<file path="src/rtl/mips_ctrl_pkg.sv">
// Shared definitions for the multi-cycle MIPS control unit: ULA operation
// encoding, instruction field constants, FSM state encoding, datapath mux
// selects and the per-state control word decode.
package mips_ctrl_pkg;

  localparam int ULA_OP_W = 5;

  // Operation encoding shared with the ULA
  typedef enum logic [ULA_OP_W-1:0] {
    ULA_AND    = 5'd0,
    ULA_OR     = 5'd1,
    ULA_ADD    = 5'd2,
    ULA_PASS_A = 5'd3,
    ULA_EQ     = 5'd4,
    ULA_NE     = 5'd5,
    ULA_SUB    = 5'd6,
    ULA_SLT    = 5'd7,
    ULA_LUI    = 5'd8,
    ULA_SLL    = 5'd9,
    ULA_SRL    = 5'd10,
    ULA_NOR    = 5'd11
  } ula_op_t;

  // Opcodes (IR[31:26])
  localparam logic [5:0] OPC_RTYPE = 6'h00;
  localparam logic [5:0] OPC_J     = 6'h02;
  localparam logic [5:0] OPC_JAL   = 6'h03;
  localparam logic [5:0] OPC_BEQ   = 6'h04;
  localparam logic [5:0] OPC_BNE   = 6'h05;
  localparam logic [5:0] OPC_ADDI  = 6'h08;
  localparam logic [5:0] OPC_SLTI  = 6'h0A;
  localparam logic [5:0] OPC_ANDI  = 6'h0C;
  localparam logic [5:0] OPC_ORI   = 6'h0D;
  localparam logic [5:0] OPC_LUI   = 6'h0F;
  localparam logic [5:0] OPC_LW    = 6'h23;
  localparam logic [5:0] OPC_SW    = 6'h2B;

  // R-type function codes (IR[5:0])
  localparam logic [5:0] FN_SLL  = 6'h00;
  localparam logic [5:0] FN_SRL  = 6'h02;
  localparam logic [5:0] FN_JR   = 6'h08;
  localparam logic [5:0] FN_ADD  = 6'h20;
  localparam logic [5:0] FN_ADDU = 6'h21;
  localparam logic [5:0] FN_SUB  = 6'h22;
  localparam logic [5:0] FN_SUBU = 6'h23;
  localparam logic [5:0] FN_AND  = 6'h24;
  localparam logic [5:0] FN_OR   = 6'h25;
  localparam logic [5:0] FN_NOR  = 6'h27;
  localparam logic [5:0] FN_SLT  = 6'h2A;

  // Datapath mux selects
  localparam logic [1:0] SRC_B_REG    = 2'b00;
  localparam logic [1:0] SRC_B_FOUR   = 2'b01;
  localparam logic [1:0] SRC_B_IMM    = 2'b10;
  localparam logic [1:0] SRC_B_IMM_SH = 2'b11;

  localparam logic [1:0] PC_SRC_ULA    = 2'b00;
  localparam logic [1:0] PC_SRC_ALUOUT = 2'b01;
  localparam logic [1:0] PC_SRC_JUMP   = 2'b10;
  localparam logic [1:0] PC_SRC_REG    = 2'b11;

  localparam logic [1:0] REG_DST_RT = 2'b00;
  localparam logic [1:0] REG_DST_RD = 2'b01;
  localparam logic [1:0] REG_DST_RA = 2'b10;

  localparam logic [1:0] MEM_TO_REG_ALUOUT = 2'b00;
  localparam logic [1:0] MEM_TO_REG_MDR    = 2'b01;
  localparam logic [1:0] MEM_TO_REG_PC     = 2'b10;

  typedef enum logic [3:0] {
    ST_FETCH, ST_DECODE, ST_MEM_ADDR, ST_MEM_READ, ST_MEM_WB, ST_MEM_WRITE,
    ST_EXEC_R, ST_R_WB, ST_EXEC_I, ST_I_WB, ST_BRANCH, ST_JUMP, ST_JR,
    ST_JAL, ST_TRAP
  } state_t;

  // Control word that depends only on the FSM state. 'fetch' marks the state
  // whose ir_write/pc_write are qualified by mem_ready.
  typedef struct packed {
    logic       fetch;
    logic       mem_read;
    logic       mem_write;
    logic       i_or_d;
    logic       alu_src_a;
    logic [1:0] alu_src_b;
    logic       pc_write;
    logic       pc_write_cond;
    logic [1:0] pc_source;
    logic       reg_write;
    logic [1:0] reg_dst;
    logic [1:0] mem_to_reg;
  } ctrl_t;

  function automatic ctrl_t state_ctrl(input state_t s);
    ctrl_t c;
    c = '0;
    case (s)
      ST_FETCH: begin
        c.fetch     = 1'b1;
        c.mem_read  = 1'b1;
        c.alu_src_b = SRC_B_FOUR;
        c.pc_source = PC_SRC_ULA;
      end
      ST_DECODE:    c.alu_src_b = SRC_B_IMM_SH;
      ST_MEM_ADDR: begin
        c.alu_src_a = 1'b1;
        c.alu_src_b = SRC_B_IMM;
      end
      ST_MEM_READ: begin
        c.mem_read = 1'b1;
        c.i_or_d   = 1'b1;
      end
      ST_MEM_WB: begin
        c.reg_write  = 1'b1;
        c.reg_dst    = REG_DST_RT;
        c.mem_to_reg = MEM_TO_REG_MDR;
      end
      ST_MEM_WRITE: begin
        c.mem_write = 1'b1;
        c.i_or_d    = 1'b1;
      end
      ST_EXEC_R: begin
        c.alu_src_a = 1'b1;
        c.alu_src_b = SRC_B_REG;
      end
      ST_R_WB: begin
        c.reg_write  = 1'b1;
        c.reg_dst    = REG_DST_RD;
        c.mem_to_reg = MEM_TO_REG_ALUOUT;
      end
      ST_EXEC_I: begin
        c.alu_src_a = 1'b1;
        c.alu_src_b = SRC_B_IMM;
      end
      ST_I_WB: begin
        c.reg_write  = 1'b1;
        c.reg_dst    = REG_DST_RT;
        c.mem_to_reg = MEM_TO_REG_ALUOUT;
      end
      ST_BRANCH: begin
        c.alu_src_a     = 1'b1;
        c.alu_src_b     = SRC_B_REG;
        c.pc_write_cond = 1'b1;
        c.pc_source     = PC_SRC_ALUOUT;
      end
      ST_JUMP: begin
        c.pc_write  = 1'b1;
        c.pc_source = PC_SRC_JUMP;
      end
      ST_JR: begin
        c.pc_write  = 1'b1;
        c.pc_source = PC_SRC_REG;
      end
      ST_JAL: begin
        c.pc_write   = 1'b1;
        c.pc_source  = PC_SRC_JUMP;
        c.reg_write  = 1'b1;
        c.reg_dst    = REG_DST_RA;
        c.mem_to_reg = MEM_TO_REG_PC;
      end
      default: c = '0;
    endcase
    return c;
  endfunction

endpackage

</file>
<file path="src/rtl/mips_ula_dec.sv">
// ULA operation lookup: funct for R-type, opcode for immediate ALU
// instructions. 'valid' is low for encodings the ULA cannot execute.
module mips_ula_dec
  import mips_ctrl_pkg::*;
(
  input  logic [5:0] opcode,
  input  logic [5:0] funct,
  output ula_op_t    ula_op,
  output logic       valid
);

  // Table lookup shared by the R-type and I-type execute states
  always_comb begin
    ula_op = ULA_ADD;
    valid  = 1'b1;
    if (opcode == OPC_RTYPE) begin
      case (funct)
        FN_ADD, FN_ADDU: ula_op = ULA_ADD;
        FN_SUB, FN_SUBU: ula_op = ULA_SUB;
        FN_AND:          ula_op = ULA_AND;
        FN_OR:           ula_op = ULA_OR;
        FN_NOR:          ula_op = ULA_NOR;
        FN_SLT:          ula_op = ULA_SLT;
        FN_SLL:          ula_op = ULA_SLL;
        FN_SRL:          ula_op = ULA_SRL;
        default:         valid  = 1'b0;
      endcase
    end else begin
      case (opcode)
        OPC_ADDI: ula_op = ULA_ADD;
        OPC_SLTI: ula_op = ULA_SLT;
        OPC_ANDI: ula_op = ULA_AND;
        OPC_ORI:  ula_op = ULA_OR;
        OPC_LUI:  ula_op = ULA_LUI;
        default:  valid  = 1'b0;
      endcase
    end
  end

endmodule

</file>
<file path="src/rtl/mips_ctrl_multiciclo.sv">
// Multi-cycle MIPS control unit. Moore FSM whose control word is registered
// alongside the state; only the fetch enables (mem_ready) and the branch
// PC enable (zero) are combined combinationally. All outputs are forced low
// while reset is high.
// Optional macro MIPS_CTRL_TRAP_EN: undefined instructions lock the FSM in a
// TRAP state with illegal=1; otherwise they retire as NOPs.
module mips_ctrl_multiciclo
  import mips_ctrl_pkg::*;
#(
  parameter int OP_W  = ULA_OP_W,
  parameter int CNT_W = 32
) (
  input  logic             clock,
  input  logic             reset,
  input  logic [5:0]       opcode,
  input  logic [5:0]       funct,
  input  logic             zero,
  input  logic             mem_ready,
  output logic [OP_W-1:0]  ula_op,
  output logic             alu_src_a,
  output logic [1:0]       alu_src_b,
  output logic             i_or_d,
  output logic             mem_read,
  output logic             mem_write,
  output logic             ir_write,
  output logic             pc_write,
  output logic             pc_write_cond,
  output logic [1:0]       pc_source,
  output logic             reg_write,
  output logic [1:0]       reg_dst,
  output logic [1:0]       mem_to_reg,
  output logic [CNT_W-1:0] instr_count,
  output logic             illegal
);

`ifdef MIPS_CTRL_TRAP_EN
  localparam state_t ILLEGAL_NEXT = ST_TRAP;
`else
  localparam state_t ILLEGAL_NEXT = ST_FETCH;
`endif

  state_t           state_reg, state_next;
  ctrl_t            ctrl_reg;
  ula_op_t          ula_op_reg, ula_op_next;
  logic [CNT_W-1:0] count_reg;
  ula_op_t          dec_op;
  logic             dec_valid;
  logic             retire;
  logic             run;
  logic             branch_taken;

  mips_ula_dec u_ula_dec (
    .opcode (opcode),
    .funct  (funct),
    .ula_op (dec_op),
    .valid  (dec_valid)
  );

  // Next-state selection; mem_ready only matters in the memory-wait states
  always_comb begin
    state_next = state_reg;
    case (state_reg)
      ST_FETCH: if (mem_ready) state_next = ST_DECODE;
      ST_DECODE: begin
        case (opcode)
          OPC_LW, OPC_SW: state_next = ST_MEM_ADDR;
          OPC_RTYPE: begin
            if (funct == FN_JR)  state_next = ST_JR;
            else if (dec_valid)  state_next = ST_EXEC_R;
            else                 state_next = ILLEGAL_NEXT;
          end
          OPC_BEQ, OPC_BNE: state_next = ST_BRANCH;
          OPC_J:            state_next = ST_JUMP;
          OPC_JAL:          state_next = ST_JAL;
          OPC_ADDI, OPC_SLTI, OPC_ANDI, OPC_ORI, OPC_LUI:
                            state_next = ST_EXEC_I;
          default:          state_next = ILLEGAL_NEXT;
        endcase
      end
      ST_MEM_ADDR:  state_next = (opcode == OPC_LW) ? ST_MEM_READ : ST_MEM_WRITE;
      ST_MEM_READ:  if (mem_ready) state_next = ST_MEM_WB;
      ST_MEM_WRITE: if (mem_ready) state_next = ST_FETCH;
      ST_EXEC_R:    state_next = ST_R_WB;
      ST_EXEC_I:    state_next = ST_I_WB;
      ST_TRAP:      state_next = ST_TRAP;
      default:      state_next = ST_FETCH;
    endcase
  end

  // ULA operation to present in the upcoming state
  always_comb begin
    case (state_next)
      ST_EXEC_R, ST_EXEC_I: ula_op_next = dec_op;
      ST_BRANCH:            ula_op_next = ULA_SUB;
      default:              ula_op_next = ULA_ADD;
    endcase
  end

  assign retire = (state_reg != ST_FETCH) && (state_next == ST_FETCH);

  // State, registered control word and retired-instruction counter
  always_ff @(posedge clock) begin
    if (reset) begin
      state_reg  <= ST_FETCH;
      ctrl_reg   <= state_ctrl(ST_FETCH);
      ula_op_reg <= ULA_ADD;
      count_reg  <= '0;
    end else begin
      state_reg  <= state_next;
      ctrl_reg   <= state_ctrl(state_next);
      ula_op_reg <= ula_op_next;
      if (retire) count_reg <= count_reg + CNT_W'(1);
    end
  end

`ifdef MIPS_CTRL_TRAP_EN
  logic illegal_reg;

  // Trap indicator follows the state into TRAP and stays until reset
  always_ff @(posedge clock) begin
    if (reset) illegal_reg <= 1'b0;
    else       illegal_reg <= (state_next == ST_TRAP);
  end

  assign illegal = ~reset & illegal_reg;
`else
  assign illegal = 1'b0;
`endif

  assign run          = ~reset;
  assign branch_taken = ctrl_reg.pc_write_cond &
                        (((opcode == OPC_BEQ) & zero) | ((opcode == OPC_BNE) & ~zero));

  assign ula_op        = run ? OP_W'(ula_op_reg) : '0;
  assign alu_src_a     = run & ctrl_reg.alu_src_a;
  assign alu_src_b     = run ? ctrl_reg.alu_src_b : 2'b00;
  assign i_or_d        = run & ctrl_reg.i_or_d;
  assign mem_read      = run & ctrl_reg.mem_read;
  assign mem_write     = run & ctrl_reg.mem_write;
  assign ir_write      = run & ctrl_reg.fetch & mem_ready;
  assign pc_write      = run & (ctrl_reg.pc_write | (ctrl_reg.fetch & mem_ready) | branch_taken);
  assign pc_write_cond = run & ctrl_reg.pc_write_cond;
  assign pc_source     = run ? ctrl_reg.pc_source : 2'b00;
  assign reg_write     = run & ctrl_reg.reg_write;
  assign reg_dst       = run ? ctrl_reg.reg_dst : 2'b00;
  assign mem_to_reg    = run ? ctrl_reg.mem_to_reg : 2'b00;
  assign instr_count   = run ? count_reg : '0;

endmodule

</file>
<file path="config.mk">
export PLATFORM = sky130hd
export DESIGN_NAME = mips_ctrl_multiciclo
export DESIGN_NICKNAME = d
export VERILOG_FILES = /design/src/rtl/mips_ctrl_pkg.sv /design/src/rtl/mips_ula_dec.sv /design/src/rtl/mips_ctrl_multiciclo.sv
export SDC_FILE = /design/constraint.sdc
export NUM_CORES = 1
export LEC_CHECK = 0
export BUFFER_PORTS_ARGS = -buffer_cell sky130_fd_sc_hd__buf_2
export CORE_ASPECT_RATIO = 0.5
export CORE_MARGIN = 2
export CORE_UTILIZATION = 40
export CTS_BUF_LIST = sky130_fd_sc_hd__clkbuf_8 sky130_fd_sc_hd__clkbuf_16
export DETAILED_ROUTE_END_ITERATION = 8
export PLACE_DENSITY_LB_ADDON = 0.2
export SYNTH_ARGS = -nofsm -noshare
export SYNTH_HDL_FRONTEND = slang
export SYNTH_SLANG_ARGS = --single-unit
</file>
<file path="constraint.sdc">
create_clock -name clock -period 5.55 [get_ports clock]
set_input_delay 0.555 -clock clock [delete_from_list [all_inputs] [get_ports clock]]
set_output_delay 0.555 -clock clock [all_outputs]
set_load 0.1 [all_outputs]
</file>
==> metrics.cfg <==
[logic_synthesis]
synth.top_cell.area_share = 0.332
ys_warn_count = 0
async_flop_share = 0
synth.largest_area_cell = dfxtp_1
synth-edff-count = 0
synthTopCellsByCount = dfxtp_1, nor2b_1, nor2_1
synth_ff_type = dfxtp_1
ys_seq_elements = 55
synth.most_common_cell = dfxtp_1
netlist_instances = 437
synth_cell_types = 55
synth_area_per_cell_um2 = 7.60
yosysSeqAreaShare = 0.332
synth_area_leaders = dfxtp_1, nor2b_1, nor2_1, nand2_1, or4_1
syn_area_um2 = 3320

[sta]
timing.final.crit_share = 0.564
layout_min_cycle_time_ps = 3130
max-slew-margin-rel = 0.384
drv_slew = 0
clock.fmax_ghz = 0.319
fin_skew_ps = 4.19
setup_viol = 0
hold_ws_ps = 494
rsz0062_at_grt = false
fin_tns_setup_ps = 0
worst_pin_slew_ps = 924
hold_violations = 0

[clock_tree]
ctsHoldBuffers = 0
clkSlewWorstSetupHoldPaths_ps = 70
insertion_delay_ps = 290
cts.path.max_buffers = 2
cts_tree = yes
clock_sinks = 55
cts_htree_levels = 2
post_cts_buffers = 0
cts_buffers = 5
post_cts_resized = 0
root_buffer = clkbuf_16

[place]
dp.final_hpwl_um = 5810
gp_congestion = 0.875
io_buffers = 67
place_inst = 588
place_area_um2 = 3690

[power]
power_mw = 0.823
seq_power_share = 0.487
p_int_mw = 0.593
p_sw_mw = 0.230
p_sw_frac = 0.279
max-vdd-ir-drop_v = 0.0000975
pwr-share-comb = 0.126
p_clk_frac = 0.386
powerDensity_nw_per_um2 = 215
p_leak_nw = 1.48

[worst_setup_path]
worst_path_max_delay_cell = or4_1
cp_num_buf_inv = 1
setup.worst_path.class = input pin to flop
endpoint_kind = flop
cp_data_required_time_ps = 5760
worstSetupStartpoint = opcode[1]
cp.arrival_ps = 3340
critPathTopFamily = simple AND/OR/NAND/NOR gates
crit_path_start_kind = input pin
cp_slowest_stage_delay_ps = 630
path_cells = buf_2 -> nor2b_1 -> a221oi_1 -> o22ai_1 -> nor4b_1 -> nand3_1 -> or4_1 -> a21oi_1
crit_path_max_fanout = 16
worstReg2RegStart = state_reg[1]$_SDFF_PP0_

[drt]
ant_nets = 0
firstDrtPassIters = 4
vias = 3215
via_per_inst = 5.39
finalWirelength_um = 8030
wl_per_cell_um = 13.5
drc_errors = 0
detail_route.iter0.violations = 212

[hold_path]
min-delay-start = count_reg[14]$_SDFFE_PP0P_
hp-class = flop to flop

[flow_run]
maxCapViolCount = 0

[die]
die_w_um = 133
start_util = 0.414
fp.dieH_um = 68.4
rows = 23
fp.dieArea_um2 = 9090
core_area_um2 = 8030
ios = 70

[outcome]
outcome = completed

[global_route]
grt_max_degree = 57
grt_pass1_wl_um = 13300
grt_overflow = 0
antenna_found_initial = 0
grtUsageTotal = 0.180
grt_pass1_vias = 2815

[layout]
fillerInstances = 826
antenna_cells = 0
drive_gt1_frac = 0.194
stdcell_count = 596
postLayoutCellArea_um2 = 3840
nets = 500
area_growth_syn_to_layout_pct = 15.6
largest_reg_flops = 32

logic make-up (layout without fill, tap and decap cells):
logic type | count (synthesis) | in the layout | share of synthesized area
buffers and inverters | 50 | 96 | 0.0610
adder cells (fa/ha/maj) | 1 | 1 | 0.00377
other | 1 | 2 | 0.00113
XOR/XNOR | 10 | 10 | 0.0264
flip-flops | 55 | 55 | 0.332
multiplexers | 7 | 7 | 0.0234
AO/OA/AOI/OAI | 84 | 84 | 0.163
AND/OR/NAND/NOR | 229 | 229 | 0.390
tightest hold or removal path: stages (launching register included):
cell,delay (ps)
dfxtp_1,330
o31ai_1,70
a21oi_1,50
final timing paths:
| check | end | slack [ps] | cells past startpoint |
|---|---|---|---|
| setup / recovery | count_reg[10]$_SDFFE_PP0P_ | 2420 | 8 |
| hold / removal | count_reg[14]$_SDFFE_PP0P_ | 490 | 2 |
| setup reg to reg | count_reg[10]$_SDFFE_PP0P_ | 2450 | 7 |
| hold reg to reg | count_reg[14]$_SDFFE_PP0P_ | 490 | 2 |
power by group through the flow:
| stage | registers, mW | logic, mW | clock network [mW] |
|---|---|---|---|
| after floorplan | 0.409 | 0.0842 | 0 |
| after global placement | 0.411 | 0.104 | 0 |
| after detailed placement | 0.411 | 0.104 | 0 |
| after CTS | 0.401 | 0.104 | 0.325 |
| after global routing | 0.402 | 0.113 | 0.340 |
| final | 0.401 | 0.104 | 0.318 |
area by class of cell:
type	instances	area, µm²	area share
well taps	112	140	0.0365
clock buffers	5	125	0.0326
repair buffers	70	358	0.0933
flip-flops and latches	55	1100	0.287
clock inverters	3	25.0	0.00652
multi-input cells	333	2020	0.527
inverters	18	67.6	0.0176
through the flow:
stage / util / worst slack [ps]
CTS: 0.478 / 2460
finish: 0.478 / 2420
floorplan: - / 2180
global route: 0.478 / 2080
global placement: 0.459 / 2310
detailed placement: 0.459 / 2160
metal layers:
layer  vias to the layer above  track usage  wire (µm)
li1                       1652            -          -
met1                      1487        0.245       4090
met2                        71        0.305       3580
met3                         5       0.0281        318
met4                         0       0.0403         45
met5                         -            0          0
cell usage in the layout (no fill, tap or decap), types with 18 or more instances in the layout:
cell type,count
nor2_1,41
inv_1,18
nand2_1,39
a21oi_1,24
buf_2,67
o21ai_0,19
dfxtp_1,55
or4_1,18
nor2b_1,46
(Power assumes the default switching activity.)
